===== config.mk =====
export PLATFORM = sky130hd
export DESIGN_NAME = axi4_lite_master_read_flat
export DESIGN_NICKNAME = d
export VERILOG_FILES = /design/src/rtl/axi4_lite_pkg.sv /design/src/rtl/axi4_lite_master_read_if.sv /design/src/rtl/axi4_lite_master_read.sv /design/src/flat_wrapper.sv
export SDC_FILE = /design/constraint.sdc
export NUM_CORES = 1
export LEC_CHECK = 0
export BUFFER_PORTS_ARGS = -buffer_cell sky130_fd_sc_hd__buf_2
export CAP_MARGIN = 5
export CORE_MARGIN = 5
export CORE_UTILIZATION = 53
export CTS_CLUSTER_SIZE = 14
export DETAILED_ROUTE_END_ITERATION = 10
export GPL_TIMING_DRIVEN = 0
export PLACE_DENSITY_LB_ADDON = 0.2
export SLEW_MARGIN = 20
export SYNTH_ARGS = -nofsm -noshare
export SYNTH_HDL_FRONTEND = slang
export SYNTH_SLANG_ARGS = --single-unit

===== constraint.sdc =====
create_clock -name clk -period 6.9 [get_ports clk]
set_clock_uncertainty 0.2 [all_clocks]
set_input_delay 0.345 -clock clk [delete_from_list [all_inputs] [get_ports clk]]
set_output_delay 0.345 -clock clk [all_outputs]
set_load 0.01 [all_outputs]

===== src/rtl/axi4_lite_pkg.sv =====
// Shared AXI4-Lite constants used by the read initiator and the read slave.
package axi4_lite_pkg;

   localparam logic [1:0] RESP_OKAY   = 2'b00;
   localparam logic [1:0] RESP_EXOKAY = 2'b01;
   localparam logic [1:0] RESP_SLVERR = 2'b10;
   localparam logic [1:0] RESP_DECERR = 2'b11;

   localparam logic [2:0] AR_PROT_DEFAULT = 3'b000;

endpackage


===== src/rtl/axi4_lite_master_read_if.sv =====
// AXI4-Lite read address and read data channels between initiator and memory slave.
interface axi4_lite_master_read_if #(
   parameter int ADDR_W = 64,
   parameter int DATA_W = 32
);

   // A transfer happens on a rising edge where VALID and READY are both high;
   // the sender holds VALID and its payload stable until that edge.
   logic              AR_VALID;
   logic [ADDR_W-1:0] AR_ADDR;
   logic [2:0]        AR_PROT;
   logic              AR_READY;
   logic              R_READY;
   logic [DATA_W-1:0] R_DATA;
   logic [1:0]        R_RESP;
   logic              R_VALID;

   modport master (
      output AR_VALID, AR_ADDR, AR_PROT, R_READY,
      input  AR_READY, R_DATA, R_RESP, R_VALID
   );

   modport slave (
      input  AR_VALID, AR_ADDR, AR_PROT, R_READY,
      output AR_READY, R_DATA, R_RESP, R_VALID
   );

endinterface


===== src/rtl/axi4_lite_master_read.sv =====
// Block-fill read initiator: issues BLOCK_WORDS single-beat AXI4-Lite reads from an
// aligned base and streams each returned word with its index.
module axi4_lite_master_read
   import axi4_lite_pkg::*;
#(
   parameter int AXI_ADDR_WIDTH = 64,
   parameter int AXI_DATA_WIDTH = 32,
   parameter int BLOCK_WORDS    = 16
) (
   input  logic                          clk,
   input  logic                          rst,
   input  logic                          i_start_read,
   input  logic [AXI_ADDR_WIDTH-1:0]     i_addr,
   output logic [AXI_DATA_WIDTH-1:0]     o_data,
   output logic                          o_data_valid,
   output logic [$clog2(BLOCK_WORDS)-1:0] o_word_idx,
   output logic                          o_busy,
   output logic                          o_done,
   output logic                          o_error,
   output logic [1:0]                    dbg_state,
   axi4_lite_master_read_if.master       axi
);

   localparam int IDX_W      = $clog2(BLOCK_WORDS);
   localparam int ALIGN_BITS = $clog2(BLOCK_WORDS * AXI_DATA_WIDTH / 8);
   localparam logic [AXI_ADDR_WIDTH-1:0] ALIGN_MASK =
      ~((AXI_ADDR_WIDTH'(1) << ALIGN_BITS) - AXI_ADDR_WIDTH'(1));
   localparam logic [AXI_ADDR_WIDTH-1:0] ADDR_STEP = AXI_ADDR_WIDTH'(AXI_DATA_WIDTH / 8);
   localparam logic [IDX_W-1:0]          LAST_IDX  = IDX_W'(BLOCK_WORDS - 1);

   typedef enum logic [1:0] {
      IDLE = 2'd0,
      ADDR = 2'd1,
      DATA = 2'd2,
      DONE = 2'd3
   } t_state;

   t_state                    state_q;
   t_state                    state_d;
   logic [AXI_ADDR_WIDTH-1:0] ar_addr_q;
   logic [IDX_W-1:0]          count_q;
   logic                      err_q;
   logic [AXI_DATA_WIDTH-1:0] data_q;
   logic [IDX_W-1:0]          idx_q;
   logic                      dv_q;
   logic                      ar_hs;
   logic                      r_hs;
   logic                      r_bad;
   logic                      ar_valid;
   logic                      r_ready;

   assign ar_hs = (state_q == ADDR) && axi.AR_READY;
   assign r_hs  = (state_q == DATA) && axi.R_VALID;
   assign r_bad = (axi.R_RESP != RESP_OKAY);

   always_ff @(posedge clk) begin
      if (rst) state_q <= IDLE;
      else     state_q <= state_d;
   end

   always_comb begin
      state_d = state_q;
      case (state_q)
         IDLE: if (i_start_read) state_d = ADDR;
         ADDR: if (ar_hs) state_d = DATA;
         DATA: begin
            if (r_hs) begin
               if (r_bad || (count_q == LAST_IDX)) state_d = DONE;
               else                                state_d = ADDR;
            end
         end
         DONE:    state_d = IDLE;
         default: state_d = IDLE;
      endcase
   end

   // Control outputs are pure decodes of the state register, so they change only on edges.
   always_comb begin
      ar_valid  = (state_q == ADDR);
      r_ready   = (state_q == DATA);
      o_busy    = (state_q != IDLE);
      o_done    = (state_q == DONE);
      o_error   = (state_q == DONE) && err_q;
      dbg_state = state_q;
   end

   always_ff @(posedge clk) begin
      if (rst) begin
         ar_addr_q <= '0;
         count_q   <= '0;
         err_q     <= 1'b0;
         data_q    <= '0;
         idx_q     <= '0;
         dv_q      <= 1'b0;
      end else begin
         dv_q <= 1'b0;
         if ((state_q == IDLE) && i_start_read) begin
            ar_addr_q <= i_addr & ALIGN_MASK;
            count_q   <= '0;
            err_q     <= 1'b0;
         end
         if (r_hs) begin
            data_q <= axi.R_DATA;
            idx_q  <= count_q;
            dv_q   <= 1'b1;
            if (r_bad) begin
               err_q <= 1'b1;
            end else if (count_q != LAST_IDX) begin
               // Address tracks base + count*bytes; alignment keeps the sum inside the block.
               count_q   <= count_q + IDX_W'(1);
               ar_addr_q <= ar_addr_q + ADDR_STEP;
            end
         end
      end
   end

   assign o_data       = data_q;
   assign o_word_idx   = idx_q;
   assign o_data_valid = dv_q;

   assign axi.AR_VALID = ar_valid;
   assign axi.AR_ADDR  = ar_addr_q;
   assign axi.AR_PROT  = AR_PROT_DEFAULT;
   assign axi.R_READY  = r_ready;

endmodule


===== src/flat_wrapper.sv =====
// flat-port wrapper written by rule: the top's interface ports become plain ports
module axi4_lite_master_read_flat import axi4_lite_pkg::*;
#(
   parameter int AXI_ADDR_WIDTH = 64,
   parameter int AXI_DATA_WIDTH = 32,
   parameter int BLOCK_WORDS    = 16
)
  (clk, rst, i_start_read, i_addr, o_data, o_data_valid, o_word_idx, o_busy, o_done, o_error, dbg_state, axi_AR_VALID, axi_AR_ADDR, axi_AR_PROT, axi_R_READY, axi_AR_READY, axi_R_DATA, axi_R_RESP, axi_R_VALID);
  axi4_lite_master_read_if #(.ADDR_W(64), .DATA_W(32)) axi_i ();
  input  logic clk;
  input  logic rst;
  input  logic i_start_read;
  input  logic [AXI_ADDR_WIDTH-1:0] i_addr;
  output logic [AXI_DATA_WIDTH-1:0] o_data;
  output logic o_data_valid;
  output logic [$clog2(BLOCK_WORDS)-1:0] o_word_idx;
  output logic o_busy;
  output logic o_done;
  output logic o_error;
  output logic [1:0] dbg_state;
  output wire logic [$bits(axi_i.AR_VALID)-1:0] axi_AR_VALID;
  output wire logic [$bits(axi_i.AR_ADDR)-1:0] axi_AR_ADDR;
  output wire logic [$bits(axi_i.AR_PROT)-1:0] axi_AR_PROT;
  output wire logic [$bits(axi_i.R_READY)-1:0] axi_R_READY;
  input wire logic [$bits(axi_i.AR_READY)-1:0] axi_AR_READY;
  input wire logic [$bits(axi_i.R_DATA)-1:0] axi_R_DATA;
  input wire logic [$bits(axi_i.R_RESP)-1:0] axi_R_RESP;
  input wire logic [$bits(axi_i.R_VALID)-1:0] axi_R_VALID;
  assign axi_AR_VALID = axi_i.AR_VALID;
  assign axi_AR_ADDR = axi_i.AR_ADDR;
  assign axi_AR_PROT = axi_i.AR_PROT;
  assign axi_R_READY = axi_i.R_READY;
  assign axi_i.AR_READY = axi_AR_READY;
  assign axi_i.R_DATA = axi_R_DATA;
  assign axi_i.R_RESP = axi_R_RESP;
  assign axi_i.R_VALID = axi_R_VALID;
  axi4_lite_master_read #(.AXI_ADDR_WIDTH(AXI_ADDR_WIDTH), .AXI_DATA_WIDTH(AXI_DATA_WIDTH), .BLOCK_WORDS(BLOCK_WORDS)) u_core (.clk(clk), .rst(rst), .i_start_read(i_start_read), .i_addr(i_addr), .o_data(o_data), .o_data_valid(o_data_valid), .o_word_idx(o_word_idx), .o_busy(o_busy), .o_done(o_done), .o_error(o_error), .dbg_state(dbg_state), .axi(axi_i));
endmodule

==> impl_metrics.tcl <==
set metrics [dict create \
    grt_pass1_wl_um 30800 \
    hpwl_um 14100 \
    status "completed" \
    hold_class "input port to flip-flop" \
    final_cell_mix "buf_2 (207), nand2_1 (124), dfxtp_1 (108)" \
    num-nets-final 1055 \
    cts_setup_buffers 0 \
    cts_buffers 9 \
    die_h_um 112 \
    cp_cell_sequence "ha_1 -> nand3_1 -> nor4_1 -> nand4_1 -> clkbuf_1 -> nor3_1 -> xnor2_1 -> o22ai_1" \
    synthTopCellsByArea "dfxtp_1 (40%), a21oi_1 (8.7%), nand2_1 (8.5%)" \
    crit_path_max_incr_delay_ns 0.86 \
    worstSetupStartpointType "flip-flop" \
    synthFlopType "dfxtp_1" \
    drc 0 \
    placedCellCount 1067 \
    power_density_nw_per_um2 185 \
    synth_edf_count 0 \
    cp.required_ns 6.93 \
    irDropWorstVdd_v 0.000135 \
    cp.arrival_ns 3.38 \
    io_buffer_count 204 \
    viasPerCell 5.92 \
    crit_path_max_fanout 10 \
    max-cap-violations 0 \
    synthToLayoutAreaGrowth_pct 26.7 \
    clk_latency_ns 0.37 \
    dp_slack_ns 3.64 \
    antenna_cells 0 \
    final_area_um2 6920 \
    fin_cells 1090 \
    synthDistinctLibCells 57 \
    grt_use_total 0.299 \
    max_freq_mhz 298 \
    start_util 0.536 \
    clkPwrFrac 0.291 \
    max_slew_margin 0.336 \
    grt_start_max_net_pins 20 \
    synth_top_area_share 0.396 \
    fp-row-count 37 \
    wire_per_inst_um 17.5 \
    grt_pass1_vias 6016 \
    ctsHtreeMaxLevel 3 \
    cts.sinks 108 \
    setup_slack_ns 3.55 \
    p_int_uw 880 \
    gp_congestion 0.926 \
    drt_iter0_drc 628 \
    cts_tree "built" \
    cts_root_buf "clkbuf_8" \
    die_w_um 112 \
    path_delay_family "simple AND/OR/NAND/NOR gates" \
    synthCells 725 \
    drive_above_1_share 0.249 \
    fin_util 0.680 \
    tns_ns 0 \
    p_sw_frac 0.312 \
    core-area_um2 10200 \
    finalSetupViolations 0 \
    placed_area_um2 6660 \
    fin_crit_ns 3.35 \
    avgSynthCellArea_um2 7.54 \
    whs_ns 0.00439 \
    yosysTopAreaCell "dfxtp_1" \
    total_power_mw 1.28 \
    die_area_um2 12400 \
    fillers 955 \
    crit_path_top_delay_cell "nor4_1" \
    drt-total-wl_um 19100 \
    worst-path-buf-inv 1 \
    finalHoldViolCount 0 \
    vias 6452 \
    period_share 0.486 \
    critical_path_class "flip-flop to flip-flop" \
    worstSetupEndpointType "flip-flop" \
    overflow 0 \
    rsz0062_at_grt "no" \
    final_common_cell "buf_2" \
    slew_viol_final 0 \
    p_leak_nw 2.80 \
    yosysWarningCount 0 \
    cts_max_path_buffers 2 \
    antenna_found_initial 0 \
    rrSetupSlack_ns 3.55 \
    final_antenna_net_count 0 \
    ios 214 \
    netlist_area_um2 5460 \
    p_switching_uw 399 \
    power_frac_seq 0.542 \
    ys_async_sr_fraction 0 \
    clk_pin_slew_ns 0.11 \
    drt_pass1_iterations 6 \
    combPwrFrac 0.167 \
    ys_ff_latch 108 \
    ys_seq_area_frac 0.396 \
    tightest_slew_ns 0.987 \
]
tightest hold or removal path: stages:
cell     delay, ns
buf_2         0.10
nand2_1       0.05
a21oi_1       0.05
cell usage after synthesis, drive strengths merged, types with 7 or more instances:
cell and number:
nand2 124, nand3 45, and3 16, and4 7
dfxtp 108, clkbuf 46, xnor2 14, o22ai 14
o21ai 23, nor2 45, inv 7, and2 7
a21boi 11, a22oi 8, nor3 24, nor4 19
buf 9, nand4 21, a31oi 17, a21oi 96
xor2 8
power groups by stage:
stage | Combinational [mW] | Clock [mW] | Sequential [mW]
global route | 0.235 | 0.396 | 0.698
detailed placement | 0.208 | 0 | 0.705
floorplan | 0.0976 | 0 | 0.712
CTS | 0.212 | 0.377 | 0.691
global placement | 0.207 | 0 | 0.705
finish | 0.214 | 0.372 | 0.693
kinds of logic after synthesis:
| group | Yosys count | share of synthesized area |
|---|---|---|
| flip-flops | 108 | 0.396 |
| AO/OA/AOI/OAI | 198 | 0.215 |
| other | 1 | 0.000686 |
| buffers and inverters | 62 | 0.0467 |
| multiplexers | 3 | 0.00572 |
| adder cells (fa/ha/maj) | 2 | 0.00458 |
| AND/OR/NAND/NOR | 329 | 0.296 |
| XOR/XNOR | 22 | 0.0353 |
registers in the layout, indices dropped and copies added (netlist names):
| signal | flops |
|---|---|
| u_core.axi.AR_ADDR | 64 |
| u_core.count_q | 4 |
| u_core.dbg_state | 2 |
| u_core.err_q | 1 |
| u_core.o_data | 32 |
| u_core.o_data_valid | 1 |
| u_core.o_word_idx | 4 |
path summary, 6_finish.rpt:
kind                                                       start                                 to  cells after the start
worst max-delay path            u_core.axi.AR_ADDR[2]$_SDFF_PP0_  u_core.axi.AR_ADDR[60]$_SDFF_PP0_                      8
worst min-delay path                              axi_R_DATA[13]     u_core.o_data[13]$_SDFFE_PP0P_                      3
worst max register to register  u_core.axi.AR_ADDR[2]$_SDFF_PP0_  u_core.axi.AR_ADDR[60]$_SDFF_PP0_                      8
worst min register to register    u_core.o_data[21]$_SDFFE_PP0P_     u_core.o_data[21]$_SDFFE_PP0P_                      2
layout make-up:
| class | instances | area, um^2 | area share |
|---|---|---|---|
| Tap cell | 136 | 170 | 0.0246 |
| Sequential cell | 108 | 2160 | 0.312 |
| Timing Repair Buffer | 212 | 1100 | 0.159 |
| Buffer | 55 | 229 | 0.0331 |
| Clock inverter | 6 | 57.6 | 0.00831 |
| Inverter | 7 | 26.3 | 0.00379 |
| Clock buffer | 9 | 124 | 0.0179 |
| Multi-Input combinational cell | 557 | 3050 | 0.441 |
layer usage:
metal | part of all wire | wire length (um) | track usage | vias up
met4 | 0.032 | 619 | 0.119 | 0
met3 | 0.11 | 2010 | 0.0701 | 57
met1 | 0.40 | 7700 | 0.380 | 2931
met5 | 0 | 0 | 0 | -
li1 | - | - | - | 3080
met2 | 0.46 | 8790 | 0.493 | 384
repair_timing:
item                       4_1_cts  5_1_grt
hold endpoints to repair         8        0
setup endpoints to repair        0        0
hold buffers                     8        0
resized for setup                0        0
(Power assumes the default switching activity.)
